--- src/rtl/ttt_board_renderer.sv ---
// Two-stage tic-tac-toe pixel renderer behind the VGA timer; board/cursor snapshotted per frame.
// Optional macro TTT_CURSOR_BLINK_EN makes the cursor highlight blink every BLINK_FRAMES frames.
module ttt_board_renderer #(
  parameter int H_ACTIVE     = 640,
  parameter int V_ACTIVE     = 480,
  parameter int BOARD_X0     = 80,
  parameter int CELL         = 160,
  parameter int LINE_W       = 4,
  parameter int BLINK_FRAMES = 30
) (
  input  logic        clk,
  input  logic        rst_n,
  input  logic [9:0]  hcount,
  input  logic [9:0]  vcount,
  input  logic        video_on,
  input  logic        hsync_in,
  input  logic        vsync_in,
  input  logic [17:0] board,
  input  logic [3:0]  cursor,
  output logic [3:0]  red,
  output logic [3:0]  green,
  output logic [3:0]  blue,
  output logic        hsync,
  output logic        vsync,
  output logic        frame_done
);
  localparam int OW = $clog2(CELL);
  localparam int SW = OW + 2;
  localparam int R_IN  = CELL * 5 / 16;
  localparam int R_OUT = CELL * 29 / 80;
  localparam logic [16:0] D_MIN = 17'(R_IN * R_IN);
  localparam logic [16:0] D_MAX = 17'(R_OUT * R_OUT);

  logic          w_frame_evt;
  logic [9:0]    w_rx;
  logic [1:0]    w_col, w_row;
  logic [OW-1:0] w_xoff, w_yoff;
  logic          w_in_board;

  logic [1:0]    r_col, r_row;
  logic [OW-1:0] r_xoff, r_yoff;
  logic          r_in_board, r_von, r_hs1, r_vs1;
  logic [17:0]   r_snap_board;
  logic [3:0]    r_snap_cursor;
  logic          r_frame_done;
  logic [11:0]   r_rgb;
  logic          r_hs2, r_vs2;
  logic          w_phase;

  assign w_frame_evt = (vcount == 10'(V_ACTIVE)) && (hcount == 10'd0);
  assign w_rx        = hcount - 10'(BOARD_X0);
  assign w_in_board  = video_on && (hcount >= 10'(BOARD_X0)) &&
                       (hcount < 10'(BOARD_X0 + 3 * CELL)) && (vcount < 10'(3 * CELL));

  // Cell/offset split by range compares instead of a divider.
  always_comb begin
    w_col  = 2'd0;
    w_xoff = w_rx[OW-1:0];
    if (w_rx >= 10'(2 * CELL)) begin
      w_col  = 2'd2;
      w_xoff = OW'(w_rx - 10'(2 * CELL));
    end else if (w_rx >= 10'(CELL)) begin
      w_col  = 2'd1;
      w_xoff = OW'(w_rx - 10'(CELL));
    end
    w_row  = 2'd0;
    w_yoff = vcount[OW-1:0];
    if (vcount >= 10'(2 * CELL)) begin
      w_row  = 2'd2;
      w_yoff = OW'(vcount - 10'(2 * CELL));
    end else if (vcount >= 10'(CELL)) begin
      w_row  = 2'd1;
      w_yoff = OW'(vcount - 10'(CELL));
    end
  end

  always_ff @(posedge clk) begin
    if (!rst_n) begin
      r_col <= '0; r_row <= '0; r_xoff <= '0; r_yoff <= '0;
      r_in_board <= 1'b0; r_von <= 1'b0; r_hs1 <= 1'b1; r_vs1 <= 1'b1;
      r_snap_board  <= '0;
      r_snap_cursor <= 4'd15;
      r_frame_done  <= 1'b0;
    end else begin
      r_col <= w_col; r_row <= w_row; r_xoff <= w_xoff; r_yoff <= w_yoff;
      r_in_board <= w_in_board; r_von <= video_on; r_hs1 <= hsync_in; r_vs1 <= vsync_in;
      r_frame_done <= w_frame_evt;
      if (w_frame_evt) begin
        r_snap_board  <= board;
        r_snap_cursor <= cursor;
      end
    end
  end

`ifdef TTT_CURSOR_BLINK_EN
  localparam int BW = $clog2(BLINK_FRAMES + 1);
  logic [BW-1:0] r_blink_cnt;
  logic          r_phase;
  always_ff @(posedge clk) begin
    if (!rst_n) begin
      r_blink_cnt <= '0;
      r_phase     <= 1'b1;
    end else if (w_frame_evt) begin
      if (r_blink_cnt == BW'(BLINK_FRAMES - 1)) begin
        r_blink_cnt <= '0;
        r_phase     <= ~r_phase;
      end else begin
        r_blink_cnt <= r_blink_cnt + 1'b1;
      end
    end
  end
  assign w_phase = r_phase;
`else
  assign w_phase = 1'b1;
`endif

  logic [3:0]          w_cell_idx;
  logic [1:0]          w_cell_st;
  logic                w_grid, w_xmark, w_omark, w_xrange;
  logic signed [SW-1:0] w_dxy, w_sxy, w_adxy, w_asxy;
  logic signed [16:0]  w_ox, w_oy, w_ox2, w_oy2;
  logic [16:0]         w_d;
  logic [11:0]         w_rgb;

  assign w_cell_idx = {2'b00, r_row} * 4'd3 + {2'b00, r_col};
  assign w_cell_st  = r_snap_board[{w_cell_idx, 1'b0} +: 2];
  assign w_grid = (r_xoff < OW'(LINE_W / 2) && r_col != 2'd0) ||
                  (r_xoff >= OW'(CELL - LINE_W / 2) && r_col != 2'd2) ||
                  (r_yoff < OW'(LINE_W / 2) && r_row != 2'd0) ||
                  (r_yoff >= OW'(CELL - LINE_W / 2) && r_row != 2'd2);

  // X strokes: the two diagonals of the inset square, LINE_W thick either side.
  assign w_xrange = (r_xoff >= OW'(CELL / 10)) && (r_xoff < OW'(CELL - CELL / 10)) &&
                    (r_yoff >= OW'(CELL / 10)) && (r_yoff < OW'(CELL - CELL / 10));
  assign w_dxy  = $signed({2'b00, r_xoff}) - $signed({2'b00, r_yoff});
  assign w_sxy  = $signed({2'b00, r_xoff}) + $signed({2'b00, r_yoff}) - $signed(SW'(CELL - 1));
  assign w_adxy = w_dxy[SW-1] ? -w_dxy : w_dxy;
  assign w_asxy = w_sxy[SW-1] ? -w_sxy : w_sxy;
  assign w_xmark = (w_cell_st == 2'b01) && w_xrange &&
                   ((w_adxy < SW'(LINE_W)) || (w_asxy < SW'(LINE_W)));

  // O ring: squared distance from the cell centre against squared radii.
  assign w_ox  = $signed({9'd0, r_xoff}) - $signed(17'(CELL / 2));
  assign w_oy  = $signed({9'd0, r_yoff}) - $signed(17'(CELL / 2));
  assign w_ox2 = w_ox * w_ox;
  assign w_oy2 = w_oy * w_oy;
  assign w_d   = w_ox2 + w_oy2;
  assign w_omark = (w_cell_st == 2'b10) && (w_d >= D_MIN) && (w_d <= D_MAX);

  always_comb begin
    w_rgb = 12'h000;
    if (!r_von || !r_in_board)                      w_rgb = 12'h000;
    else if (w_grid)                                w_rgb = 12'hFFF;
    else if (w_xmark)                               w_rgb = 12'hF00;
    else if (w_omark)                               w_rgb = 12'h00F;
    else if (w_cell_idx == r_snap_cursor && w_phase) w_rgb = 12'h0A0;
  end

  always_ff @(posedge clk) begin
    if (!rst_n) begin
      r_rgb <= 12'h000; r_hs2 <= 1'b1; r_vs2 <= 1'b1;
    end else begin
      r_rgb <= w_rgb; r_hs2 <= r_hs1; r_vs2 <= r_vs1;
    end
  end

  assign {red, green, blue} = r_rgb;
  assign hsync      = r_hs2;
  assign vsync      = r_vs2;
  assign frame_done = r_frame_done;
endmodule
--- config.mk ---
export PLATFORM = sky130hd
export DESIGN_NAME = ttt_board_renderer
export DESIGN_NICKNAME = d
export VERILOG_FILES = /design/src/rtl/ttt_board_renderer.sv
export SDC_FILE = /design/constraint.sdc
export NUM_CORES = 1
export LEC_CHECK = 0
export ABC_CLOCK_PERIOD_IN_PS = 6900
export CORE_ASPECT_RATIO = 1.75
export CORE_MARGIN = 2
export CORE_UTILIZATION = 55
export CTS_CLUSTER_DIAMETER = 120
export DETAILED_ROUTE_END_ITERATION = 12
export PLACE_DENSITY = 0.78
export REMOVE_ABC_BUFFERS = 1
export SKIP_CTS_REPAIR_TIMING = 1
export SLEW_MARGIN = 20
export SYNTH_ARGS = -nofsm -noshare
export SYNTH_HDL_FRONTEND = slang
export SYNTH_SLANG_ARGS = --single-unit
--- constraint.sdc ---
create_clock -name clk -period 6.9 [get_ports clk]
set_input_delay 1.38 -clock clk [delete_from_list [all_inputs] [get_ports clk]]
set_output_delay 1.38 -clock clk [all_outputs]
set_load 0.03 [all_outputs]
# Yosys cells after proc, flatten, opt, wreduce, memory -nomap -nowiden
# Index checks and enable logic that the tools add are counted.
dict set report classes {
  add_sub_neg 14
  n_mul 3
  n_reduce_logical 28
  order_cmp 19
  div 0
  n_mux 14
  bitwise_logic 1
  eq_ne 6
  n_shift 1
}
# operator n
set ops {}
lappend ops {{8-bit 2-to-1 mux} 6}
lappend ops {{9-bit by 9-bit multiplier with 17-bit output} 2}
lappend ops {{12-bit 2-to-1 mux} 2}
lappend ops {{10-bit by 8-bit greater-or-equal comparator with 1-bit output, second input constant} 2}
lappend ops {{10-bit by 9-bit greater-or-equal comparator with 1-bit output, second input constant} 2}
lappend ops {{10-bit by 4-bit less-than comparator with 1-bit output, second input constant} 2}
lappend ops {{10-bit 2-to-1 mux} 2}
lappend ops {{18-bit by 6-bit variable part select with 2-bit output} 1}
lappend ops {{8-bit by 7-bit subtractor with 9-bit output, second input constant} 2}
lappend ops {{17-bit adder} 1}
lappend ops {{17-bit by 12-bit greater-or-equal comparator with 1-bit output, second input constant} 1}
lappend ops {{17-bit by 12-bit less-or-equal comparator with 1-bit output, second input constant} 1}
lappend ops {{8-bit by 5-bit greater-or-equal comparator with 1-bit output, second input constant} 2}
lappend ops {{8-bit greater-or-equal comparator, second input constant} 2}
lappend ops {{8-bit by 2-bit less-than comparator with 1-bit output, second input constant} 2}
lappend ops {{8-bit less-than comparator, second input constant} 2}
lappend ops {{8-bit by 7-bit subtractor with 8-bit output, second input constant} 2}
lappend ops {{8-bit subtractor, second input constant} 2}
lappend ops {{1-bit logical AND} 15}
lappend ops {{10-bit by 9-bit == test with 1-bit output, second input constant} 1}
lappend ops {{10-bit by 7-bit greater-or-equal comparator with 1-bit output, second input constant} 1}
lappend ops {{10-bit logical NOT} 1}
lappend ops {{10-bit less-than comparator, second input constant} 1}
lappend ops {{10-bit by 9-bit less-than comparator with 1-bit output, second input constant} 1}
lappend ops {{19 further kinds} 30}
dict set report totals {
  mem_bits_rw 0
  elab_cells 102
  mem_count 0
  output_inout_bits 15
  rom_bits 0
  reg_bits 61
  latch_bits 0
}

# Longest topological paths before layout
# Gate-level depths: netlist (run 1).
dict set report logic_depth {
  depth_word 9
  ltp_mapped 28
}

# Least setup slack after synthesis (run 1)
# No wires, ideal clock.
dict set report synth_timing {
  path_kind {reg-to-reg}
  start {reg r_yoff[4]}
  end {reg r_rgb[3]}
  setup_time_ps 59
  required_ps 6841
  t_arrival_ps 7245
  setup_slack_ps -404
  path_stages_with_launch 28
  cell_sequence {dfxtp_1 clkbuf_1 inv_1 ha_1 inv_1 a21oi_1 inv_1 nor2_1 fa_1 inv_1 fa_1 inv_1 fa_1 fa_1 fa_1 fa_1 inv_1 fa_1 inv_1 ha_1 o21ai_0 o21bai_1 a21oi_1 xor2_1 mux2i_1 or4_1 a211oi_2 a41o_1}
}
dict set report synth_via {
  elab_chain_len 9
  word_cells_on_any_way 32
}
# element line_no
set synth_lines {}
lappend synth_lines {{from (decl)} 41} ;# logic [OW-1:0] r_xoff, r_yoff;
lappend synth_lines {{from (signal assigned)} 85} ;# r_col <= w_col; r_row <= w_row; r_xoff <= w_xoff; r_yoff <= w_yoff;
lappend synth_lines {{8-bit by 7-bit subtractor with 9-bit output / 8-bit by 8-bit adder with 9-bit output (equally long branches)} {144, 136}}
lappend synth_lines {{9-bit by 9-bit multiplier with 17-bit output / 9-bit by 8-bit subtractor with 10-bit output (equally long branches)} {146, 136}}
lappend synth_lines {{17-bit adder / 10-bit negation (equally long branches)} {147, 138}}
lappend synth_lines {{17-bit by 12-bit greater-or-equal comparator with 1-bit output / 10-bit 2-to-1 mux (equally long branches)} {148, 138}}
lappend synth_lines {{1-bit logical AND / 10-bit by 4-bit less-than comparator with 1-bit output (equally long branches)} {148, 140}}
lappend synth_lines {{1-bit logical AND / 1-bit logical OR (equally long branches)} {148, 140}}
lappend synth_lines {{8-bit 2-to-1 mux / 1-bit logical AND (equally long branches)} {155, 139}}
lappend synth_lines {{12-bit 2-to-1 mux} 154} ;# else if (w_xmark) w_rgb = 12'hF00;
lappend synth_lines {{12-bit 2-to-1 mux (*)} 153} ;# else if (w_grid) w_rgb = 12'hFFF;
lappend synth_lines {{to (signal assigned)} 163} ;# r_rgb <= w_rgb; r_hs2 <= r_hs1; r_vs2 <= r_vs1;
lappend synth_lines {{to (decl)} 46} ;# logic [11:0] r_rgb;
# Every way passes the cells marked *; elsewhere a longest branch is shown, timed or not.
# A chain may end at the register's enable or synchronous reset.

# Final worst setup path (run 1)
dict set report layout_timing {
  start {reg r_xoff[5]}
  end {reg r_rgb[3]}
}
dict set report layout_via {
  elab_chain_len 9
  word_cells_on_any_way 34
}
# element line_no
set layout_lines {}
lappend layout_lines {{from (decl)} 41}
lappend layout_lines {{from (signal assigned)} 85}
lappend layout_lines {{8-bit by 7-bit subtractor with 9-bit output / 8-bit by 8-bit adder with 9-bit output (equally long branches)} {143, 136}}
lappend layout_lines {{9-bit by 9-bit multiplier with 17-bit output / 9-bit by 8-bit subtractor with 10-bit output (equally long branches)} {145, 136}}
lappend layout_lines {{17-bit adder / 10-bit negation (equally long branches)} {147, 138}}
lappend layout_lines {{17-bit by 12-bit greater-or-equal comparator with 1-bit output / 10-bit 2-to-1 mux (equally long branches)} {148, 138}}
lappend layout_lines {{1-bit logical AND / 10-bit by 4-bit less-than comparator with 1-bit output (equally long branches)} {148, 140}}
lappend layout_lines {{1-bit logical AND / 1-bit logical OR (equally long branches)} {148, 140}}
lappend layout_lines {{8-bit 2-to-1 mux / 1-bit logical AND (equally long branches)} {155, 139}}
lappend layout_lines {{12-bit 2-to-1 mux} 154}
lappend layout_lines {{12-bit 2-to-1 mux (*)} 153}
# Marked as above.

==> results of run 1 <==
cells in the final DEF (no fill, tap or decap), types with 4 or more instances in the layout:
cell,n
a211oi_1,7
a21o_1,8
a21oi_1,43
a21oi_2,4
a31oi_1,4
and2_1,20
buf_4,97
buf_6,4
clkbuf_16,5
clkdlybuf4s50_1,61
clkinv_1,5
dfxtp_1,50
fa_1,128
fa_2,10
ha_1,100
ha_4,15
inv_1,198
inv_2,14
mux2_2,4
mux2i_1,4
mux4_1,4
nand2_1,84
nand2_2,5
nand2b_1,20
nand3_1,16
nor2_1,68
nor2_2,7
nor2b_1,6
nor3_1,17
nor4_1,4
o211ai_1,4
o21a_1,6
o21ai_0,16
o31ai_1,4
or3_1,4
xnor2_1,32
xor2_1,18
worst paths after layout:
path	start	to	slack (ns)	depth (start not counted)
min reg2reg	r_hs1	hsync	0.42	1
min	r_hs1	hsync	0.42	1
max	r_xoff[5]	r_rgb[3]	0.12	24
max reg2reg	r_xoff[5]	r_rgb[3]	0.12	24
per-layer routing:
layer  GRT usage [%]  up-vias  wire length (um)
met5               0        -                 0
met4            18.5        0              1780
met3            2.66      116               778
met2            53.8      257             13600
met1            25.7     3694              7580
li1                -     3520                 -
cells by family (layout without fill, tap and decap cells):
| logic type | count (synthesis) | after routing | share of synthesized area (%) |
|---|---|---|---|
| AOI/OAI and AO/OA | 130 | 130 | 9.28 |
| xor gates and xnor gates | 52 | 52 | 5.02 |
| adders and majority gates | 255 | 255 | 46.6 |
| buffers and inverters | 246 | 387 | 10.7 |
| DFF | 53 | 53 | 11.7 |
| muxes | 12 | 12 | 2.10 |
| and+or+nand+nor | 279 | 279 | 14.6 |
metrics by stage:
stage	util, %	TNS (ns)
global route	68.1	-0.235
detailed placement	64.3	-0.521
finish	68.1	0
floorplan	-	-0.534
CTS	65.4	-0.576
global placement	64.3	-0.130
state kept, by name (all words and copies together), names as in the netlist:
register and flops:
r_col 2, vsync 1, r_von 1, r_snap_cursor 4
r_in_board 1, hsync 1, r_snap_board 18, r_rgb 4
frame_done 1, r_xoff 8, r_yoff 8, r_row 2
r_vs1 1, r_hs1 1
cell type report:
cell class | count | area (um^2) | area share, %
well taps | 192 | 240 | 2.17
clock inverters | 3 | 48.8 | 0.440
repair buffers | 162 | 1380 | 12.5
flip-flops and latches | 53 | 1060 | 9.60
clock buffers | 5 | 125 | 1.13
multi-input cells | 728 | 7410 | 66.8
inverters | 217 | 815 | 7.34
==> impl_metrics.ini, run 1 <==
[outcome]
status = finished clean

[logic_synthesis]
synth.ff_latch_count = 53
synth.cell_area_um2 = 9060
synthTopCellsByArea = fa_1 (30%), ha_1 (16%), dfxtp_1 (12%), inv_1 (8.8%), nand2_1 (3.7%)
yosysWarnings = 0
yosys.cell_count.top_type = inv_1
netlist.top_cell.by_area = fa_1
synthCells = 1027
synth_top_area_share_pct = 30.5
synthArstFlopShare_pct = 0
synth_enable_flop_cells = 0
avgSynthCellArea_um2 = 8.83
ys_types = 59
ys_top_cells_by_count = inv_1 (212), fa_1 (138), ha_1 (117)
synth-main-ff-cell = dfxtp_1
yosysSeqAreaShare_pct = 11.7

[routing]
wire_per_inst_um = 17.4
drc = 0
drtPass1Iterations = 5
ant_nets = 0
routed_wl_um = 23700
num_vias = 7587
vias_per_cell = 5.58
drtIter0Drc = 361

[layout]
design_area_um2 = 11100
nets = 1469
syn_to_final_growth_pct = 22.4
drive_gt1_share_pct = 17.0
n_fill_cell = 1211
antenna_cells = 0
fin_cells = 1360

[floorplan]
die_w_um = 101
fp.dieH_um = 174
io_pins = 62
rows = 62
coreArea_um2 = 16300
die-area_um2 = 17600
start_util_pct = 55.6

[setup_path]
cp_slowest_cell = fa_1
critPathMaxStageDelay_ns = 0.59
start_kind = flip-flop
critPathArrivalTime_ns = 7.01
cpLargestDelayFamily = adder cells
cp_max_fo = 5
path_common_cell = fa_1
path_cells = inv_1, buf_4, ha_4, buf_4, nand2b_1, inv_1, fa_1, inv_1, fa_1, fa_2, inv_1, fa_1, fa_1, fa_1, ha_4, ha_4, a21oi_1, nor2_1, a311oi_2, nand4_1, or4_4, a211oi_2, buf_4, a41o_1
crit_buf_inv = 7
worstPathRequired_ns = 7.14
path_class = flip-flop to flip-flop
end_kind = flip-flop

[clock_network]
cts_made_buffers = 5
cts.path.max_buffers = 2
cts_htree_levels = 2
root_buffer = clkbuf_16
clkSinkCount = 53
clk_pin_slew_ns = 0.08
cts_tree = built
insertion_delay_ns = 0.30

[grt]
antenna_found_initial = 0
grt_pass1_vias = 8434
grt_util_all_layers_pct = 27.6
grt_max_degree = 28
grt_overflow = 0
grt_pass1_wl_um = 38300

[place]
routabilityCongestion = 0.905
port_buffers = 61
placed_cells = 1346
place_ws_ns = -0.278
placed_area_um2 = 10500
post-dp-hpwl_um = 19800

[sta]
finalHoldViolCount = 0
timing.hold.ws_ns = 0.418
setup_violations = 0
layout_setup_ws_ns = 0.121
worst_pin_slew_ns = 1.04
maxSlewViolCount = 0
timing.final.crit_period_ns = 6.78
period_share_pct = 98.2
fin_skew_ns = 0.0126
rsz0062_at_grt = yes
clock.fmax_mhz = 148
maxSlewHeadroom_pct = 29.4

[job]
max_cap_viol_count = 0

[min_path]
hp-class = flip-flop to flip-flop
Power of run 1 is not shown: default switching activity piles up to over one toggle a cycle in this logic, so the estimate is an artifact.
==> run 2: changes to the inputs <==
--- a/config.mk
+++ b/config.mk
@@ -5,15 +5,16 @@
 export SDC_FILE = /design/constraint.sdc
 export NUM_CORES = 1
 export LEC_CHECK = 0
-export ABC_CLOCK_PERIOD_IN_PS = 6900
+export ABC_CLOCK_PERIOD_IN_PS = 8400
 export CORE_ASPECT_RATIO = 1.75
 export CORE_MARGIN = 2
 export CORE_UTILIZATION = 55
 export CTS_CLUSTER_DIAMETER = 120
 export DETAILED_ROUTE_END_ITERATION = 12
-export PLACE_DENSITY = 0.78
+export PLACE_DENSITY = 0.75
 export REMOVE_ABC_BUFFERS = 1
 export SKIP_CTS_REPAIR_TIMING = 1
+export SKIP_LAST_GASP = 1
 export SLEW_MARGIN = 20
 export SYNTH_ARGS = -nofsm -noshare
 export SYNTH_HDL_FRONTEND = slang
==> constraint.sdc (replaced) <==
create_clock -name clk -period 8.4 [get_ports clk]
set_input_delay 1.68 -clock clk [delete_from_list [all_inputs] [get_ports clk]]
set_output_delay 1.68 -clock clk [all_outputs]
set_load 0.005 [all_outputs]
==> impl_metrics.ini, run 2 (synthesis gave the netlist of run 1 again) <==
[sta]
finalHoldViolCount = 0
clock.fmax_mhz = 128
maxSlewHeadroom_pct = 38.5
worst_pin_slew_ns = 0.910
setup_violations = 0
period_share_pct = 93.3
timing.hold.ws_ns = 0.418
tns_ns = 0
timing.final.crit_period_ns = 7.84
maxSlewViolCount = 0
fin_skew_ns = 0.0119
rsz0062_at_grt = no

[min_path]
hp-class = flip-flop to flip-flop

[routing]
wire_per_inst_um = 16.9
vias_per_cell = 5.49
drc = 0
ant_nets = 0
drtIter0Drc = 332
drtPass1Iterations = 4
routed_wl_um = 21500
num_vias = 6985

[floorplan]
rows = 62
io_pins = 62
fp.dieH_um = 174
die-area_um2 = 17600
die_w_um = 101
start_util_pct = 55.6
coreArea_um2 = 16300

[grt]
grt_max_degree = 28
grt_pass1_wl_um = 35800
grt_util_all_layers_pct = 26.0
grt_pass1_vias = 7740
grt_overflow = 0
antenna_found_initial = 0

[setup_path]
path_class = flip-flop to flip-flop
cp_max_fo = 10
start_kind = flip-flop
critPathArrivalTime_ns = 8.07
worstPathRequired_ns = 8.63
end_kind = flip-flop

[layout]
reg_top3 = r_snap_board (18), r_xoff (8), r_yoff (8)
nets = 1382
antenna_cells = 0
final_cell_mix = inv_1 (212), fa_1 (138), ha_1 (117), nand2_1 (89), nor2_1 (76)
drive_gt1_share_pct = 3.15
syn_to_final_growth_pct = 10.6
n_fill_cell = 1370
regMostFlops = r_snap_board
largest_reg_flops = 18
final_common_cell = inv_1

[clock_network]
insertion_delay_ns = 0.29
root_buffer = clkbuf_16
cts_tree = built
cts_made_buffers = 5
cts.path.max_buffers = 2
clkSinkCount = 53
clk_pin_slew_ns = 0.08
cts_htree_levels = 2

[place]
routabilityCongestion = 0.980
port_buffers = 61
post-dp-hpwl_um = 18800

[job]
max_cap_viol_count = 0

[outcome]
status = finished clean
-- run 2: cell types whose count changed in the layout (fill, tap and decap cells not counted), sizes merged --
cell	previous run	this run
buf	101	14
bufinv	1	0
clkinvlp	1	2
-- run 2: worst paths after layout --
path                  start        to  slack [ns]  cells past startpoint
hold reg to reg       r_vs1     vsync        0.42                      1
setup reg to reg  r_xoff[4]  r_rgb[3]        0.56                     27
hold / removal        r_vs1     vsync        0.42                      1
setup / recovery  r_xoff[4]  r_rgb[3]        0.56                     27
-- run 2: worst max-delay path, stage by stage (launching register included) --
cell and delay, ns:
dfxtp_1 0.54, clkinv_1 0.35, ha_1 0.32, inv_1 0.13, nand2_1 0.07, and2_1 0.20
inv_1 0.17, nor2_1 0.11, fa_1 0.42, inv_1 0.08, fa_1 0.44, fa_1 0.51
fa_1 0.52, inv_1 0.05, fa_1 0.46, fa_1 0.54, inv_1 0.05, fa_1 0.49
inv_1 0.04, ha_1 0.32, o21ai_0 0.15, o21bai_1 0.09, a21oi_1 0.25, xor2_1 0.21
mux2i_1 0.10, or4_1 0.55, a211oi_2 0.40, a41o_1 0.22
-- run 2: final cells by class --
| cell class | count | area [um^2] | area share (%) |
|---|---|---|---|
| inverter | 217 | 815 | 8.12 |
| timing repair buffer | 75 | 716 | 7.14 |
| multi-input combinational | 728 | 7040 | 70.3 |
| sequential | 53 | 1060 | 10.6 |
| clock inverter | 3 | 26.3 | 0.262 |
| tap | 192 | 240 | 2.40 |
| clock buffer | 5 | 125 | 1.25 |
-- run 2: per-layer routing --
| layer | vias to the layer above | track usage (%) | wire (um) |
|---|---|---|---|
| met4 | 0 | 14.9 | 1360 |
| met5 | - | 0 | 0 |
| met2 | 218 | 52.0 | 12500 |
| met1 | 3346 | 24.0 | 6700 |
| li1 | 3343 | - | - |
| met3 | 78 | 2.66 | 888 |
-- run 2: per-stage QoR --
| step | instance area [um^2] | setup WS [ns] | std cells | utilization, % |
|---|---|---|---|---|
| after global placement | 9870 | 0.644 | 1265 | 60.6 |
| after global routing | 10000 | 0.0592 | 1273 | 61.6 |
| after floorplan | 8910 | 1.21 | 998 | - |
| after CTS | 10000 | 0.427 | 1273 | 61.5 |
| after detailed placement | 9870 | 0.442 | 1265 | 60.6 |
| final | 10000 | 0.561 | 1273 | 61.6 |
Power of run 2 is left out for the same reason.
==> run 3: changes to the inputs <==
--- a/config.mk
+++ b/config.mk
@@ -5,13 +5,12 @@
 export SDC_FILE = /design/constraint.sdc
 export NUM_CORES = 1
 export LEC_CHECK = 0
-export ABC_CLOCK_PERIOD_IN_PS = 8400
+export ABC_CLOCK_PERIOD_IN_PS = 8590
 export CORE_ASPECT_RATIO = 1.75
 export CORE_MARGIN = 2
-export CORE_UTILIZATION = 55
+export CORE_UTILIZATION = 25
 export CTS_CLUSTER_DIAMETER = 120
 export DETAILED_ROUTE_END_ITERATION = 12
-export PLACE_DENSITY = 0.75
 export REMOVE_ABC_BUFFERS = 1
 export SKIP_CTS_REPAIR_TIMING = 1
 export SKIP_LAST_GASP = 1
==> constraint.sdc (replaced) <==
create_clock -name clk -period 8.59 [get_ports clk]
set_input_delay 1.718 -clock clk [delete_from_list [all_inputs] [get_ports clk]]
set_output_delay 1.718 -clock clk [all_outputs]
set_load 0.005 [all_outputs]
==> impl_metrics.ini, run 3 (synthesis gave the netlist of run 1 again) <==
[setup_path]
r2r-end = r_rgb[3]
r2r_cells = 25
startpoint = r_yoff[4]
path_class = flip-flop to flip-flop
end_kind = flip-flop
r2r-start = r_yoff[4]
critPathArrivalTime_ns = 8.31
crit_path_end = r_rgb[3]
cp_max_fo = 9
worstPathRequired_ns = 8.83
start_kind = flip-flop
reg2reg_slack_ns = 0.52

[grt]
grt_pass1_wl_um = 38600
grt_util_all_layers_pct = 12.9
grt_pass1_vias = 7889
antenna_found_initial = 0
grt_overflow = 0
grt_max_degree = 28

[layout]
final_cell_mix = inv_1 (212), fa_1 (138), ha_1 (117), nand2_1 (89), nor2_1 (76)
regMostFlops = r_snap_board
nets = 1377
final_common_cell = inv_1
n_fill_cell = 3821
drive_gt1_share_pct = 2.51
largest_reg_flops = 18
antenna_cells = 0
syn_to_final_growth_pct = 14.2
reg_top3 = r_snap_board (18), r_xoff (8), r_yoff (8)

[sta]
period_share_pct = 93.9
layout_setup_ws_ns = 0.521
timing.final.crit_period_ns = 8.07
fin_skew_ns = 0.00790
maxSlewHeadroom_pct = 33.2
rsz0062_at_grt = no
setup_violations = 0
tns_ns = 0
clock.fmax_mhz = 124
finalHoldViolCount = 0
maxSlewViolCount = 0
worst_pin_slew_ns = 0.989
timing.hold.ws_ns = 0.411

[place]
post-dp-hpwl_um = 20400
routabilityCongestion = 0.938
place_ws_ns = 0.552
port_buffers = 61

[min_path]
min-delay-start = r_vs1
hp-class = flip-flop to flip-flop

[routing]
num_vias = 6967
vias_per_cell = 4.51
drtPass1Iterations = 4
drtIter0Drc = 259
routed_wl_um = 23500
ant_nets = 0
drc = 0
wire_per_inst_um = 15.2

[floorplan]
die_w_um = 148
io_pins = 62
start_util_pct = 25.2
fp.dieH_um = 256
die-area_um2 = 37900
coreArea_um2 = 35900
rows = 92

[clock_network]
cts.path.max_buffers = 2
cts_htree_levels = 2
clk_pin_slew_ns = 0.07
insertion_delay_ns = 0.30
root_buffer = clkbuf_16
cts_made_buffers = 5
clkSinkCount = 53
cts_tree = built

[job]
max_cap_viol_count = 0

[outcome]
status = finished clean
run 3: cell types whose count changed in the layout (fill, tap and decap cells not counted), sizes merged:
cell      change
inv           -1
clkbuf        +2
bufinv        +1
clkinvlp      -2
buf           -5
run 3: critical path, stage by stage (launching register included):
cell and delay (ns):
dfxtp_1 0.31, inv_1 0.27, ha_1 0.27, inv_1 0.09, a21oi_1 0.49, inv_1 0.28
nor2_1 0.29, fa_1 0.58, fa_1 0.66, inv_1 0.09, fa_1 0.54, inv_1 0.05
fa_1 0.53, inv_1 0.05, fa_1 0.53, inv_1 0.06, fa_1 0.47, ha_1 0.32
ha_1 0.36, nand2b_1 0.12, o22ai_1 0.08, a311oi_1 0.24, nand4_1 0.12, or4_1 0.51
a211oi_2 0.44, a41o_1 0.24
run 3: how the worst min path moves through the flow:
stage	cells after the start	to	slack (ns)
floorplan	1	hsync	0.39
global placement	1	vsync	0.39
detailed placement	1	hsync	0.40
CTS	1	vsync	0.41
global route	1	hsync	0.46
finish	1	vsync	0.41
run 3: metrics by stage:
stage / instance area (um^2) / utilization [%] / instances
floorplan: 8910 / - / 998
global placement: 10200 / 28.4 / 1538
detailed placement: 10200 / 28.4 / 1538
CTS: 10400 / 28.8 / 1546
global route: 10400 / 28.8 / 1546
finish: 10400 / 28.8 / 1546
run 3: area by class of cell:
class                   count  area, um^2  share of cell area [%]
well taps                 470         588                    5.68
repair buffers             70         678                    6.55
flip-flops and latches     53        1060                    10.2
clock buffers               7         143                    1.38
multi-input cells         728        7040                    68.0
clock inverters             1        30.0                   0.290
inverters                 217         815                    7.87
run 3: per-layer routing:
layer  wire (um)  track usage [%]  up-vias
met4        1710             8.33        0
li1            -                -     3331
met3         604             1.05       73
met2       13300             26.3      163
met5           0                0        -
met1        7810             11.9     3400
Power of run 3 is left out for the same reason.
